## src/rtl/kbd_pkg.sv

```systemverilog
// Shared constants and helpers for the keyboard receive path.
// Holds the empty-poll sentinel, the PS/2 prefix bytes and the occupancy width helper.
package kbd_pkg;

    localparam int KBD_MAX_WIDTH = 64;

    // Narrowed to the FIFO word width at the point of use.
    localparam logic [KBD_MAX_WIDTH-1:0] KBD_SENTINEL = '1;

    localparam logic [7:0] KBD_BREAK = 8'hF0;
    localparam logic [7:0] KBD_EXT   = 8'hE0;

    // An occupancy counter must hold 0..DEPTH, so it needs one bit more than a pointer.
    function automatic int count_width(input int depth_log2);
        return depth_log2 + 1;
    endfunction

endpackage

```

## src/rtl/kbd_fifo_ram.sv

```systemverilog
// Simple dual-port RAM for the keycode FIFO: one write port, one registered read port.
// The read is read-first, so a same-address write and read return the old word.
module kbd_fifo_ram
    import kbd_pkg::*;
#(
    parameter int WIDTH  = 8,
    parameter int ADDR_W = 4
) (
    input  logic              clk,
    input  logic              wr_en,
    input  logic [ADDR_W-1:0] wr_addr,
    input  logic [WIDTH-1:0]  wr_data,
    input  logic              rd_en,
    input  logic [ADDR_W-1:0] rd_addr,
    output logic [WIDTH-1:0]  rd_q
);

    logic [WIDTH-1:0] mem [0:(1 << ADDR_W)-1];

    // No reset here so the array and output register map onto block RAM.
    always_ff @(posedge clk) begin
        if (wr_en) begin
            mem[wr_addr] <= wr_data;
        end
        if (rd_en) begin
            rd_q <= mem[rd_addr];
        end
    end

endmodule

```

## src/rtl/kbd_sync_fifo.sv

```systemverilog
// Single-clock keycode FIFO between the PS/2 deserialiser and the CPU poll port.
// Optional build macro KBD_FIFO_DROP_STATS_EN adds an 8-bit saturating drop counter output.
module kbd_sync_fifo
    import kbd_pkg::*;
#(
    parameter int WIDTH      = 8,
    parameter int DEPTH_LOG2 = 4,
    parameter int AF_LEVEL   = (1 << DEPTH_LOG2) - 2
) (
    input  logic                                clk,
    input  logic                                reset_n,
    input  logic                                we,
    input  logic [WIDTH-1:0]                    wr_data,
    input  logic                                poll,
    input  logic                                clr_ovf,
    output logic [WIDTH-1:0]                    rd_data,
    output logic                                rd_valid,
    output logic                                empty,
    output logic                                full,
    output logic                                almost_full,
    output logic [count_width(DEPTH_LOG2)-1:0]  count,
    output logic                                overflow
`ifdef KBD_FIFO_DROP_STATS_EN
    ,
    output logic [7:0]                          drop_cnt
`endif
);

    localparam int                 DEPTH     = 1 << DEPTH_LOG2;
    localparam int                 CW        = count_width(DEPTH_LOG2);
    localparam logic [CW-1:0]      DEPTH_CNT = CW'(DEPTH);
    localparam logic [CW-1:0]      AF_CNT    = CW'(AF_LEVEL);
    localparam logic [WIDTH-1:0]   SENTINEL  = KBD_SENTINEL[WIDTH-1:0];

    logic [DEPTH_LOG2-1:0] wr_ptr_reg, wr_ptr_next;
    logic [DEPTH_LOG2-1:0] rd_ptr_reg, rd_ptr_next;
    logic [CW-1:0]         count_reg, count_next;
    logic                  overflow_reg, overflow_next;
    logic                  rd_valid_reg;
    logic [WIDTH-1:0]      ram_q;

    logic wr_accept;
    logic rd_accept;
    logic drop;

    assign empty       = (count_reg == '0);
    assign full        = (count_reg == DEPTH_CNT);
    assign almost_full = (count_reg >= AF_CNT);

    // A full FIFO still takes a write when a read frees a slot in the same cycle.
    assign wr_accept = we && (!full || poll);
    assign drop      = we && full && !poll;
    assign rd_accept = poll && !empty;

    always_comb begin
        wr_ptr_next   = wr_ptr_reg;
        rd_ptr_next   = rd_ptr_reg;
        count_next    = count_reg;
        overflow_next = overflow_reg;
        if (wr_accept) begin
            wr_ptr_next = wr_ptr_reg + 1'b1;
        end
        if (rd_accept) begin
            rd_ptr_next = rd_ptr_reg + 1'b1;
        end
        case ({wr_accept, rd_accept})
            2'b10:   count_next = count_reg + 1'b1;
            2'b01:   count_next = count_reg - 1'b1;
            default: count_next = count_reg;
        endcase
        if (drop) begin
            overflow_next = 1'b1;
        end else if (clr_ovf) begin
            overflow_next = 1'b0;
        end
    end

    always_ff @(posedge clk or negedge reset_n) begin
        if (!reset_n) begin
            wr_ptr_reg   <= '0;
            rd_ptr_reg   <= '0;
            count_reg    <= '0;
            overflow_reg <= 1'b0;
            rd_valid_reg <= 1'b0;
        end else begin
            wr_ptr_reg   <= wr_ptr_next;
            rd_ptr_reg   <= rd_ptr_next;
            count_reg    <= count_next;
            overflow_reg <= overflow_next;
            rd_valid_reg <= rd_accept;
        end
    end

    kbd_fifo_ram #(
        .WIDTH  (WIDTH),
        .ADDR_W (DEPTH_LOG2)
    ) u_ram (
        .clk     (clk),
        .wr_en   (wr_accept),
        .wr_addr (wr_ptr_reg),
        .wr_data (wr_data),
        .rd_en   (rd_accept),
        .rd_addr (rd_ptr_reg),
        .rd_q    (ram_q)
    );

    // The RAM output register cannot be reset, so the valid bit gates it to the sentinel.
    assign rd_data  = rd_valid_reg ? ram_q : SENTINEL;
    assign rd_valid = rd_valid_reg;
    assign count    = count_reg;
    assign overflow = overflow_reg;

`ifdef KBD_FIFO_DROP_STATS_EN
    logic [7:0] drop_cnt_reg;

    always_ff @(posedge clk or negedge reset_n) begin
        if (!reset_n) begin
            drop_cnt_reg <= 8'd0;
        end else if (drop) begin
            if (drop_cnt_reg != 8'hFF) begin
                drop_cnt_reg <= drop_cnt_reg + 8'd1;
            end
        end else if (clr_ovf) begin
            drop_cnt_reg <= 8'd0;
        end
    end

    assign drop_cnt = drop_cnt_reg;
`endif

endmodule

```

## config.mk

```make
export PLATFORM = sky130hd
export DESIGN_NAME = kbd_sync_fifo
export DESIGN_NICKNAME = d
export VERILOG_FILES = /design/src/rtl/kbd_pkg.sv /design/src/rtl/kbd_fifo_ram.sv /design/src/rtl/kbd_sync_fifo.sv
export SDC_FILE = /design/constraint.sdc
export NUM_CORES = 1
export LEC_CHECK = 0
export CAP_MARGIN = 20
export CORE_AREA = 2 2 139 141
export CTS_CLUSTER_SIZE = 25
export DETAILED_ROUTE_END_ITERATION = 8
export DIE_AREA = 0 0 141 143
export PLACE_DENSITY = 0.53
export SKIP_LAST_GASP = 1
export SYNTH_ARGS = -nofsm -noshare
export SYNTH_HDL_FRONTEND = slang
export SYNTH_SLANG_ARGS = --single-unit
```

## constraint.sdc

```tcl
create_clock -name clk -period 4 [get_ports clk]
set_clock_uncertainty 0.1 [all_clocks]
set_input_delay 0.8 -clock clk [delete_from_list [all_inputs] [get_ports clk]]
set_output_delay 0.8 -clock clk [all_outputs]
set_load 0.005 [all_outputs]
```

Yosys cells after proc, flatten, opt, wreduce, memory -nomap -nowiden
Memory sizes are Yosys's and may differ from the RTL's. A register that Yosys moved wholly into a read port is not among the register bits.
Index checks and enable logic that the tools add are counted.
{"block": "word_totals", "mem_bits_rw": 128, "reg_bits": 15, "memories": 1, "output_inout_bits": 18, "word_cells": 31, "in_bits": 13}
{"block": "classes", "order_cmp": 1, "addsub": 4, "n_eq_ne": 3, "reduce_logical": 11, "n_mux": 6}
{"memory": "u_ram.mem", "depth": 16, "width": 8, "rd": 1, "rd_clocked_by_memory_dff": 1, "wr": 1, "line": "kbd_fifo_ram.sv:18", "rtl": "logic [WIDTH-1:0] mem [0:(1 << ADDR_W)-1];"}
{"op": "$pmux 5 s2", "count": 1}
{"op": "$add 4x1->4 const B", "count": 2}
{"op": "$mux 8", "count": 1}
{"op": "$add 5x1->5 const B", "count": 1}
{"op": "$eq 5x5->1 const B", "count": 1}
{"op": "$ge 5x4->1 const B", "count": 1}
{"op": "$logic_not 5->1", "count": 1}
{"op": "$sub 5x1->5 const B", "count": 1}
{"op": "$logic_and 1x1->1", "count": 4}
{"op": "$mux 1", "count": 4}
{"op": "$reduce_bool 2->1", "count": 2}
{"op": "$logic_not 1->1", "count": 3}
{"op": "$eq 2x1->1 const B", "count": 1}
{"op": "$eq 2x2->1 const B", "count": 1}
{"op": "$logic_or 1x1->1", "count": 1}

Depth between registers and ports, before layout
{"block": "depth", "ltp_word": 6, "mapped_depth": 10, "depth_no_buf": 9}

Hierarchy
Synthesis repeated with hierarchy kept, for this count alone.
{"block": "unflattened", "hier_cells": 311, "hier_area_um2": 6095.8}
{"mod": "kbd_fifo_ram", "seq_area_each_um2": 4083.9, "n_inst": 1, "area_per_inst_um2": 5227.5, "cells_per_inst": 229}
{"mod": "kbd_sync_fifo", "seq_area_each_um2": 375.4, "n_inst": 1, "area_per_inst_um2": 868.3, "cells_per_inst": 82}

Worst setup path before layout
OpenSTA, ideal clock, no wires.
{"block": "synth_path", "path_type": "register to register", "start": "reg count_reg[3], in the netlist count[3]", "end": "reg count_reg[4], in the netlist count[4]", "slack_ns": 1.104, "n_path_buf": 0, "required_time_ns": 3.820, "stages_incl_launch_ff": 9, "period_less_slack_ns": 2.896, "setup_ns": 0.080, "arrival_ns": 2.716, "cell_sequence": "dfrtp_1 -> or4_4 -> o21a_1 -> ha_1 -> fa_1 -> a21o_1 -> a21oi_1 -> mux2i_1 -> xnor2_1"}
{"block": "synth_via", "elab_cells_between_ends": 13, "cone_classes": "add/sub: 2; eq/ne: 3; mux: 1; reduce/logical: 7"}
{"item": "from (decl)", "line": "kbd_sync_fifo.sv:37", "rtl": "logic [CW-1:0] count_reg, count_next;"}
{"item": "from (signal assigned)", "line": "kbd_sync_fifo.sv:88", "rtl": "count_reg <= count_next;"}
{"item": "$logic_not 5->1 *", "line": "kbd_sync_fifo.sv:46", "rtl": "assign empty = (count_reg == '0);"}
{"item": "$logic_not 1->1 *", "line": "kbd_sync_fifo.sv:53", "rtl": "assign rd_accept = poll && !empty;"}
{"item": "$logic_and 1x1->1 *", "line": "kbd_sync_fifo.sv:53"}
{"item": "named net rd_accept", "line": "kbd_sync_fifo.sv:43", "rtl": "logic rd_accept;"}
{"item": "$eq 2x1->1 or $eq 2x2->1 (tied branches)", "line": "kbd_sync_fifo.sv:66", "rtl": "case ({wr_accept, rd_accept})"}
{"item": "$pmux 5 s2 or $reduce_bool 2->1 (tied branches)"}
The timed path passes the listed nets; every way through them passes the cells marked *.
A chain may end at the register's enable or synchronous reset.

Worst setup path in the final report
{"block": "layout_path", "start": "reg count_reg[3], in the netlist count[3]", "end": "out full"}
{"block": "layout_via", "elab_chain_len": 1}
{"item": "$eq 5x5->1", "line": "kbd_sync_fifo.sv:47", "rtl": "assign full = (count_reg == DEPTH_CNT);"}
{"item": "to (decl)", "line": "kbd_sync_fifo.sv:19", "rtl": "output logic full,"}
Every way passes these cells.

==> reports/qor.yml <==
status:
  status: "finished clean"
placement:
  dp.final_hpwl_mm: 8.21
  place.gp.congestion: 0.805
  port_buffers: 30
  placement.cell_area_um2: 6720
floorplanning:
  floorplan.core_area_um2: 18600
  die_width_um: 141
  die_area_um2: 20200
  fp-row-count: 50
  initial_utilization_pct: 32.8
  boundary_pin_count: 31
  die-height_um: 143
timing:
  final-setup-viol-count: 0
  max_slew.worst_pin.slew_ps: 760
  grt_setup_unrepaired: "no"
  relSlewSlack_pct: 49.2
  setup_tns_ps: 0
  timing.fmax_ghz: 0.316
  finalHoldViolations: 0
  min_period_ps: 3170
  timing.final.crit_share_pct: 79.1
  timing.final.max_slew_violations: 0
global_routing:
  grt_pass1_vias: 3170
  grt_antenna_before_repair: 0
  pin_count_of_the_biggest_net_entering_global_routing: 22
  gr-usage-all-layers_pct: 13.3
  global_route.overflow_total: 0
  wire_length_of_the_first_global_routing_pass_mm: 19.2
finish:
  total_number_of_nets_in_the_final_design: 415
  most_frequent_standard_cell_in_the_layout_excluding_fill_and_tap_cells: "edfxtp_1"
  final_layout_size_suffix_gt1_share_pct: 16.4
  postLayoutCellArea_um2: 7330
  diodes: 0
  areaGrowthSynthToFinish_pct: 20.4
  final.fill_count: 1677
  mostFrequentLayoutCells: "edfxtp_1, mux2i_1, clkdlybuf4s50_1"
  largest_register_ffs: 128
routing:
  first_iter_violations: 221
  postRouteWirelength_mm: 12.3
  routed-via-count: 3037
  post_drt_wl_per_cell_um: 19.3
  antenna_left: 0
  drc: 0
  drt_first_pass_iters: 4
  route.detailed.vias_per_inst: 4.77
power_and_ir_drop:
  leakage_nw: 2.57
  power.density_nw_per_um2: 727
  ir_drop_uv: 428
clock_network:
  clk_path_buf_depth: 2
  post_cts_resized: 0
  tritoncts: "done"
  worstSkewPairLatency_ps: 420
  clockRootBuffer: "clkbuf_16"
  htree_num_levels: 4
  cts-buffers-inserted: 17
  clock_sinks: 151
  post_cts.repair.setup_buffers: 0
  path_clk_slew_ps: 60
  postCtsHoldBufs: 0
logic_synthesis:
  asyncSetResetFlopFracSynth_pct: 9.93
  synth_nets: 367
  synth_largest_type_area_fraction_pct: 67.1
  number_of_warning_messages_in_the_yosys_log: 0
  synthesis.area_per_instance_um2: 17.7
  post-synth-top-area-cell: "edfxtp_1"
  mappedNetlistArea_um2: 6090
  synthTopCellsByArea: "edfxtp_1, dfrtp_1, mux4_2"
  synthesis_stage_register_bit_count: 151
  synth_instances: 344
  ys_seq_area_share_pct: 73.2
  synth-edff-count: 136
  yosys_most_used_dff: "edfxtp_1"
  cell_variety_after_synth: 35
flow_run:
  drv.max_cap_violation_count: 0
setup_path:
  timing.setup.critical_path_class: "reg2out"
  worstSetupEndpointType: "output port"
  timing.critical_path.arrival_ps: 2270
  setup.worst_path.start_class: "register"
  crit_path_max_fanout: 5
  critPathRequiredTime_ps: 3100
hold_path:
  hold_path.class: "reg2reg"
-- final cells by class --
cell class	count	area, um2	share of cell area (%)
clock buffers	19	433	5.90
repair buffers	47	428	5.84
well taps	234	293	3.99
multi-input cells	167	1510	20.6
clock inverters	11	181	2.47
flip-flops and latches	151	4460	60.8
inverters	8	30.0	0.409
-- power breakdown --
| group | internal [mW] | switching [mW] | total (mW) |
|---|---|---|---|
| Sequential | 2.00 | 0.212 | 2.21 |
| Clock | 1.09 | 0.586 | 1.68 |
| Combinational | 0.696 | 0.745 | 1.44 |
| Total | 3.79 | 1.54 | 5.33 |
-- worst max-delay path: stages, from the launching register on --
cell and delay [ps]:
dfrtp_1 420, or4_4 570, or2_2 310, inv_1 60, clkdlybuf4s50_1 490
-- cells in the mapped netlist (all sizes together), types with 2 or more instances --
cell and number:
a21o 2, a21oi 2, a221oi 16, a22oi 8
buf 13, clkbuf 5, dfrtp 15, edfxtp 136
ha 9, inv 8, mux2 2, mux2i 33
mux4 16, nand2 18, nand2b 10, nand3 2
nor2 14, nor2b 2, nor3 4, o21ai 11
xnor2 8, xor2 2
-- per-layer routing --
metal  routed length, um  global-route usage, %  vias to the layer above  part of all wire [%]
met5                   0                      0                        -                     0
li1                    -                      -                     1445                     -
met2                5680                   20.1                       64                    46
met3                 557                   3.42                       14                   4.5
met1                5860                   18.4                     1514                    48
met4                 184                   5.37                        0                   1.5
-- final timing paths --
kind	to	start	slack, ps	cells past startpoint
worst max-delay path	full	count[3]$_DFFE_PN0P_	830	4
worst min-delay path	overflow$_DFFE_PN0P_	overflow$_DFFE_PN0P_	450	2
worst max register to register	count[4]$_DFFE_PN0P_	count[3]$_DFFE_PN0P_	990	9
worst min register to register	overflow$_DFFE_PN0P_	overflow$_DFFE_PN0P_	450	2
max in group asynchronous	rd_ptr_reg[0]$_DFFE_PN0P_	reset_n	2540	1
min in group asynchronous	count[2]$_DFFE_PN0P_	reset_n	730	1
-- kinds of logic (layout without fill, tap and decap cells) --
family	count (synthesis)	after routing	synth area share (%)
simple gates	54	54	4.42
flops	151	151	73.2
fa+ha+maj	10	10	2.18
mux	51	51	11.7
buf+inv	26	85	1.99
xor+xnor	10	10	1.44
compound gates	42	42	5.01
-- metrics by stage --
step | total power [mW] | instances | util [%] | hold WS, ps | worst slack (ps)
after global placement | 3.69 | 607 | 36.2 | 433 | 573
final | 5.33 | 637 | 39.5 | 450 | 834
after floorplan | 3.18 | 344 | - | 404 | 1100
after detailed placement | 3.71 | 607 | 36.2 | 444 | 509
after global routing | 5.61 | 637 | 39.5 | 480 | 742
after CTS | 5.39 | 637 | 39.5 | 456 | 807
No activity file was read; power rests on OpenSTA's default activity.
